--- config.mk ---
export PLATFORM = sky130hd
export DESIGN_NAME = stat_display
export DESIGN_NICKNAME = d
export VERILOG_FILES = /design/src/rtl/stat_pkg.sv /design/src/rtl/stat_display_hex7seg.sv /design/src/rtl/stat_display.sv
export SDC_FILE = /design/constraint.sdc
export NUM_CORES = 1
export LEC_CHECK = 0
export BUFFER_PORTS_ARGS = -buffer_cell sky130_fd_sc_hd__buf_2
export CAP_MARGIN = 20
export CORE_MARGIN = 3
export CORE_UTILIZATION = 40
export CTS_CLUSTER_SIZE = 20
export DETAILED_ROUTE_END_ITERATION = 10
export PLACE_DENSITY = 0.61
export SETUP_SLACK_MARGIN = 0.4
export SLEW_MARGIN = 20
export SYNTH_ARGS = -nofsm -noshare
export SYNTH_HDL_FRONTEND = slang
export SYNTH_SLANG_ARGS = --single-unit
--- constraint.sdc ---
create_clock -name clk -period 2.7 [get_ports clk]
set_clock_uncertainty 0.05 [all_clocks]
set_input_delay 0.27 -clock clk [delete_from_list [all_inputs] [get_ports clk]]
set_output_delay 0.27 -clock clk [all_outputs]
set_load 0.1 [all_outputs]
--- src/rtl/stat_pkg.sv ---
// Shared encodings and constants for the statistics display.
package stat_pkg;

    // Board switch selector encodings
    typedef enum logic [2:0] {
        SEL_BLANK = 3'b000,
        SEL_PC    = 3'b001,
        SEL_CYC   = 3'b010,
        SEL_JMP   = 3'b011,
        SEL_TAKEN = 3'b100,
        SEL_CBR   = 3'b101,
        SEL_MEM   = 3'b110,
        SEL_RSV   = 3'b111
    } sel_e;

    // All segments and the decimal point dark (active-low)
    localparam logic [7:0] SEG_OFF = 8'hFF;

    // Active-low {g,f,e,d,c,b,a} glyphs for hex digits 0..F
    localparam logic [6:0] HEX_GLYPH [16] = '{
        7'h40, 7'h79, 7'h24, 7'h30, 7'h19, 7'h12, 7'h02, 7'h78,
        7'h00, 7'h10, 7'h08, 7'h03, 7'h46, 7'h21, 7'h06, 7'h0E
    };

endpackage

--- src/rtl/stat_display_hex7seg.sv ---
// Combinational nibble to active-low seven-segment glyph.
module hex7seg
    import stat_pkg::*;
(
    input  logic [3:0] nib,
    output logic [6:0] glyph
);

    assign glyph = HEX_GLYPH[nib];

endmodule

--- src/rtl/stat_display.sv ---
// CPU run statistics counters with a scanned 8-digit hex display.
module stat_display
    import stat_pkg::*;
#(
    parameter int SCAN_DIV = 100000,
    parameter int CNT_W    = 32
) (
    input  logic        clk,
    input  logic        rst_n,
    input  logic        disp_en,
    input  logic [2:0]  sel,
    input  logic [11:0] in_addr,
    input  logic [31:0] pc,
    input  logic        halt,
    input  logic        retire,
    input  logic        is_jmp,
    input  logic        is_cbr,
    input  logic        cbr_taken,
    output logic [11:0] mem_addr,
    input  logic [31:0] mem_rdata,
    output logic [7:0]  an,
    output logic [7:0]  seg
);

    localparam int DIV_W = (SCAN_DIV > 2) ? $clog2(SCAN_DIV) : 1;

    logic [CNT_W-1:0] cyc_q, cyc_d, jmp_q, jmp_d, cbr_q, cbr_d, taken_q, taken_d;
    logic [DIV_W-1:0] div_q, div_d;
    logic [2:0]       idx_q, idx_d;
    logic [31:0]      snap_q, snap_d;
    logic             blank_q, blank_d;
    logic [11:0]      mem_addr_q, mem_addr_d;
    logic [7:0]       an_q, an_d, seg_q, seg_d;

    sel_e             sel_s;
    logic [31:0]      sel_val;
    logic             tc, frame_end;
    logic [3:0]       nib;
    logic [6:0]       glyph;

    function automatic logic [CNT_W-1:0] sat_inc(input logic [CNT_W-1:0] v);
        return (&v) ? v : v + CNT_W'(1);
    endfunction

    assign sel_s = sel_e'(sel);

    // Statistics counters: frozen while halted, saturate at all-ones
    always_comb begin
        cyc_d   = cyc_q;
        jmp_d   = jmp_q;
        cbr_d   = cbr_q;
        taken_d = taken_q;
        if (!halt) begin
            cyc_d = sat_inc(cyc_q);
            if (retire) begin
                if (is_jmp) jmp_d = sat_inc(jmp_q);
                if (is_cbr) begin
                    cbr_d = sat_inc(cbr_q);
                    if (cbr_taken) taken_d = sat_inc(taken_q);
                end
            end
        end
    end

    // Value selected by the switches, sampled into the snapshot once per frame
    always_comb begin
        sel_val = '0;
        case (sel_s)
            SEL_PC:    sel_val = pc;
            SEL_CYC:   sel_val = 32'(cyc_q);
            SEL_JMP:   sel_val = 32'(jmp_q);
            SEL_TAKEN: sel_val = 32'(taken_q);
            SEL_CBR:   sel_val = 32'(cbr_q);
            SEL_MEM:   sel_val = mem_rdata;
            default:   sel_val = '0;
        endcase
    end

    // Scan divider, digit index and frame-boundary snapshot; the blank flag
    // is latched with the snapshot and resets to "not blank" so zeros show
    // until the first frame completes
    always_comb begin
        tc         = (div_q == DIV_W'(SCAN_DIV - 1));
        frame_end  = tc && (idx_q == 3'd7);
        div_d      = tc ? '0 : div_q + DIV_W'(1);
        idx_d      = tc ? idx_q + 3'd1 : idx_q;
        snap_d     = frame_end ? sel_val : snap_q;
        blank_d    = frame_end ? (sel_s == SEL_BLANK || sel_s == SEL_RSV) : blank_q;
        mem_addr_d = (sel_s == SEL_MEM) ? in_addr : mem_addr_q;
    end

    assign nib = snap_q[{idx_q, 2'b00} +: 4];

    hex7seg u_hex7seg (
        .nib   (nib),
        .glyph (glyph)
    );

    // Registered anode/segment drive, one cycle behind the digit index
    always_comb begin
        an_d  = 8'hFF;
        seg_d = SEG_OFF;
        if (disp_en && !blank_q) begin
            an_d  = ~(8'h01 << idx_q);
            seg_d = {1'b1, glyph};
        end
    end

    // State registers with synchronous active-low clear
    always_ff @(posedge clk) begin
        if (!rst_n) begin
            cyc_q      <= '0;
            jmp_q      <= '0;
            cbr_q      <= '0;
            taken_q    <= '0;
            div_q      <= '0;
            idx_q      <= '0;
            snap_q     <= '0;
            blank_q    <= 1'b0;
            mem_addr_q <= '0;
            an_q       <= 8'hFF;
            seg_q      <= SEG_OFF;
        end else begin
            cyc_q      <= cyc_d;
            jmp_q      <= jmp_d;
            cbr_q      <= cbr_d;
            taken_q    <= taken_d;
            div_q      <= div_d;
            idx_q      <= idx_d;
            snap_q     <= snap_d;
            blank_q    <= blank_d;
            mem_addr_q <= mem_addr_d;
            an_q       <= an_d;
            seg_q      <= seg_d;
        end
    end

    assign mem_addr = mem_addr_q;
    assign an       = an_q;
    assign seg      = seg_q;

endmodule

==> Flow_metrics.wiki <==
{| class="wikitable"
! Metric !! Value
|-
| Status || finished, final reports clean
|-
| Number of buffers inserted during clock tree synthesis || 24
|-
| Share of post-route cells with drive strength above 1 || 18.00%
|-
| Yosys synthesis warning count || 0
|-
| Post-synthesis instance area || between 10000 and 15000 um2
|-
| Async SR Flop Fraction || 0%
|-
| Horiz. Die Dim || around 170 um
|-
| Clock insertion delay at the later pin of the skew report || between 0.5 and 0.6 ns
|-
| First-iteration detailed-routing DRC count || ~940
|-
| Remaining max-slew budget at the tightest pin || 45.26%
|-
| Antenna violations before repair || 1
|-
| Count of input and output buffers || 113
|-
| Path type of the worst setup path || reg2reg
|-
| Max layer used || met4
|-
| Total count of hold-check failures in the final report || 0
|-
| Synthesis-stage register bit count || roughly 210
|-
| Antenna diode count || 0
|-
| Final weighted congestion in routability-driven placement || approximately 0.9
|-
| Reported leakage power || ~4.5 nW
|-
| CTS root buffer || clkbuf_16
|-
| Die height || 170.5 um
|-
| Total gr overflow || 0
|-
| Slowest cell on the critical path || or4_4
|-
| Number of standard cells in the layout, taps in and fillers out || 1796
|-
| Cell breakdown of the critical path || nand4_1 > or4_4 > o211ai_2 > buf_4 > or3_1 > a21oi_1
|-
| Transition time at the pin with the least slew margin || between 0.8 and 0.9 ns
|-
| Final sum of negative setup slack || 0 ns
|-
| H-tree depth reported by CTS || 1
|-
| Fraction of the cycle the final worst path needs || between 80% and 90%
|-
| Final #Nets || 1548
|-
| Maximum number of pins on one net before global-route repair || 74
|-
| Sum of met3 wire segment lengths after detailed routing || about 2.3 mm
|-
| Drt pass-1 iters || 7
|-
| Number of remaining DRC errors || 0
|-
| Most instantiated flip-flop cell in the synthesis netlist || dfxtp_1
|-
| HP Class || in2reg
|-
| Required time at the worst-slack endpoint || roughly 3.1 ns
|-
| Vias in the first global route || 9701
|-
| Instance count after placement with tap cells included || between 1.5k and 2k
|-
| Routed met1 length || between 15 and 20 mm
|-
| Largest fanout of any net on the critical path || 14
|-
| Standard cell core area || about 26000 um2
|-
| DPL Wire Length || 25.92 mm
|-
| DRT antenna net count || 0
|-
| Post-synth net total || 1414
|-
| Starting Density || 41.09%
|-
| Count of flip-flops with a built-in enable after synthesis || 0
|-
| Area added between synthesis and finish || 21.14%
|-
| Vias/cell || roughly 6.0
|-
| Largest incremental delay on the critical path || 0.67 ns
|-
| Sequential element share of the synthesized area || approximately two fifths
|-
| Fmax || 454.5 MHz
|-
| TritonCTS clock tree || built
|-
| Number of max-slew violations in the final report || 0
|-
| Worst voltage drop across the vdd grid || roughly 0.00038 V
|-
| Overall Global Routing Usage || about a quarter
|-
| Fillcell total || approximately 2.5k
|-
| Buffer levels on the longest clock path || 3
|-
| Syn_area_per_cell || 8.260 um2
|-
| Capturing element type of the critical path || flop
|-
| Clock transition at path regs || approximately 0.060 ns
|-
| Max-cap violations || 0
|-
| Worst EP arrival || ~2.6 ns
|-
| Num ports || between 100 and 150
|-
| Routed vias || between 10k and 15k
|-
| Routed wirelength normalized by instance count || 19.97 um
|-
| Routed wire length || between 30 and 40 mm
|-
| Clock sinks || approximately 210
|-
| Unrepaired setup endpoints after global routing || false
|-
| Sum of buffers and inverters on the critical path || 1
|-
| Count of different cell masters after synthesis || between 60 and 70
|-
| Met2 wire len || ~16 mm
|-
| Final period demand of the worst path || between 2 and 2.5 ns
|-
| # setup viols final || 0
|-
| Global-route wire length before repair || about 54 mm
|-
| Die area || a little under 30000 um2
|-
| Total number of placement rows || just under 60
|-
| Pwr/cell area || about 530 nW/um2
|-
| Mapped Cells || ~1.3k
|-
| Kind of launch point of the worst setup path || flop
|-
| Largest delay contributor family on the critical path || simple AND/OR/NAND/NOR gates
|-
| Overall power after layout || ~7.0 mW
|}
sequential cells by signal, summed over array words and instances (netlist names):
name / flops
an: 8
blank_q: 1
cbr_q: 32
cyc_q: 32
div_q: 17
idx_q: 3
jmp_q: 32
mem_addr: 12
seg: 7
snap_q: 32
taken_q: 32
timing repair:
action,CTS,global route
endpoints found under the setup margin,7,82
resized for setup,1,26
hold buffers,28,0
pin swaps,0,3
setup buffers,0,9
hold endpoints to repair,24,0
worst reg2reg max path, stage by stage, from the launching register on:
cell and delay [ns]:
dfxtp_1 0.44, nand4_1 0.29, or4_4 0.67, o211ai_2 0.18, buf_4 0.23, or3_1 0.14, a21oi_1 0.07
report_power, final:
part	switching (mW)	internal [mW]
Clock	1.36	2.06
Sequential	0.0143	3.09
Combinational	0.316	0.148
Total	1.69	5.30
kinds of logic after synthesis:
kind of cell / share of synthesized area [%]
and+or+nand+nor: 28.10
AOI/OAI and AO/OA: 20.88
DFF: 38.45
buffers and inverters: 3.847
xor gates and xnor gates: 2.750
muxes: 4.090
adders and majority gates: 1.849
other: 0.03463
layout make-up:
type                       instances  area, um2  area share, %
timing repair buffer             191       1262          9.623
sequential                       208       4169          31.78
clock buffer                      34      728.2          5.551
tap                              335      419.2          3.195
inverter                          22      83.83         0.6390
clock inverter                     8      103.9         0.7916
multi-input combinational        998       6352          48.42
synthesized netlist by cell type, drive strengths merged, types with 4 or more instances:
library cell | instances | area share [%]
dfxtp | 208 | 38
nand2b | 23 | 1.3
nor4b | 5 | 0.46
or4 | 42 | 2.9
a211oi | 8 | 0.55
and4 | 16 | 1.3
xnor2 | 27 | 2.2
and3 | 10 | 0.58
buf | 14 | 0.69
nand2 | 186 | 6.4
nand4 | 53 | 3.2
nand3 | 43 | 2.0
ha | 16 | 1.8
nor3 | 15 | 0.79
inv | 21 | 0.73
a21oi | 98 | 4.5
or2 | 7 | 0.40
mux4 | 8 | 1.7
o211ai | 12 | 0.88
o21ai | 81 | 3.7
o31ai | 40 | 2.8
and2 | 8 | 0.46
and3b | 4 | 0.32
a22oi | 64 | 4.4
mux2i | 24 | 2.2
xor2 | 7 | 0.57
or3 | 47 | 2.7
nor4 | 27 | 1.7
nor2 | 59 | 2.0
nor3b | 4 | 0.28
a221oi | 32 | 2.6
nand3b | 4 | 0.43
clkbuf | 69 | 2.4
cells in the final DEF (no fill, tap or decap), drive strengths merged, types with 4 or more instances in the layout:
cell	count
dfxtp	208
nand2	186
buf	163
a21oi	98
o21ai	81
a22oi	64
nor2	59
nand4	53
or3	47
nand3	43
or4	42
o31ai	40
clkbuf	34
a221oi	32
dlygate4sd3	28
xnor2	27
nor4	27
mux2i	24
nand2b	23
inv	20
and4	16
ha	16
nor3	15
o211ai	12
and3	10
mux4	8
a211oi	8
and2	8
or2	7
xor2	7
clkinv	7
nor4b	5
and3b	4
nor3b	4
nand3b	4
metrics by stage:
step / hold WS [ns] / setup WS, ns / util [%] / area (um2)
after floorplan: 0.3560 / 0.4730 / - / 10830
after global placement: 0.3745 / 0.3375 / 44.96 / 11850
after detailed placement: 0.3848 / 0.2770 / 44.96 / 11850
after CTS: 0.002030 / 0.4010 / 49.20 / 12960
after global routing: 0.02051 / 0.3592 / 49.78 / 13120
final: 0.006654 / 0.4995 / 49.78 / 13120
worst paths after layout:
| check | startpoint | to | slack, ns | depth (start not counted) |
|---|---|---|---|---|
| max | taken_q[28] | taken_q[21] | 0.50 | 6 |
| min | pc[1] | snap_q[1] | 0.007 | 3 |
| max reg2reg | taken_q[28] | taken_q[21] | 0.50 | 6 |
| min reg2reg | div_q[0] | div_q[0] | 0.39 | 1 |
per-layer routing:
layer	track usage (%)	vias up
met3	3.697	64
met1	32.83	5138
met5	0	-
met4	7.372	0
met2	37.79	376
li1	-	5211
(Power assumes the default switching activity.)
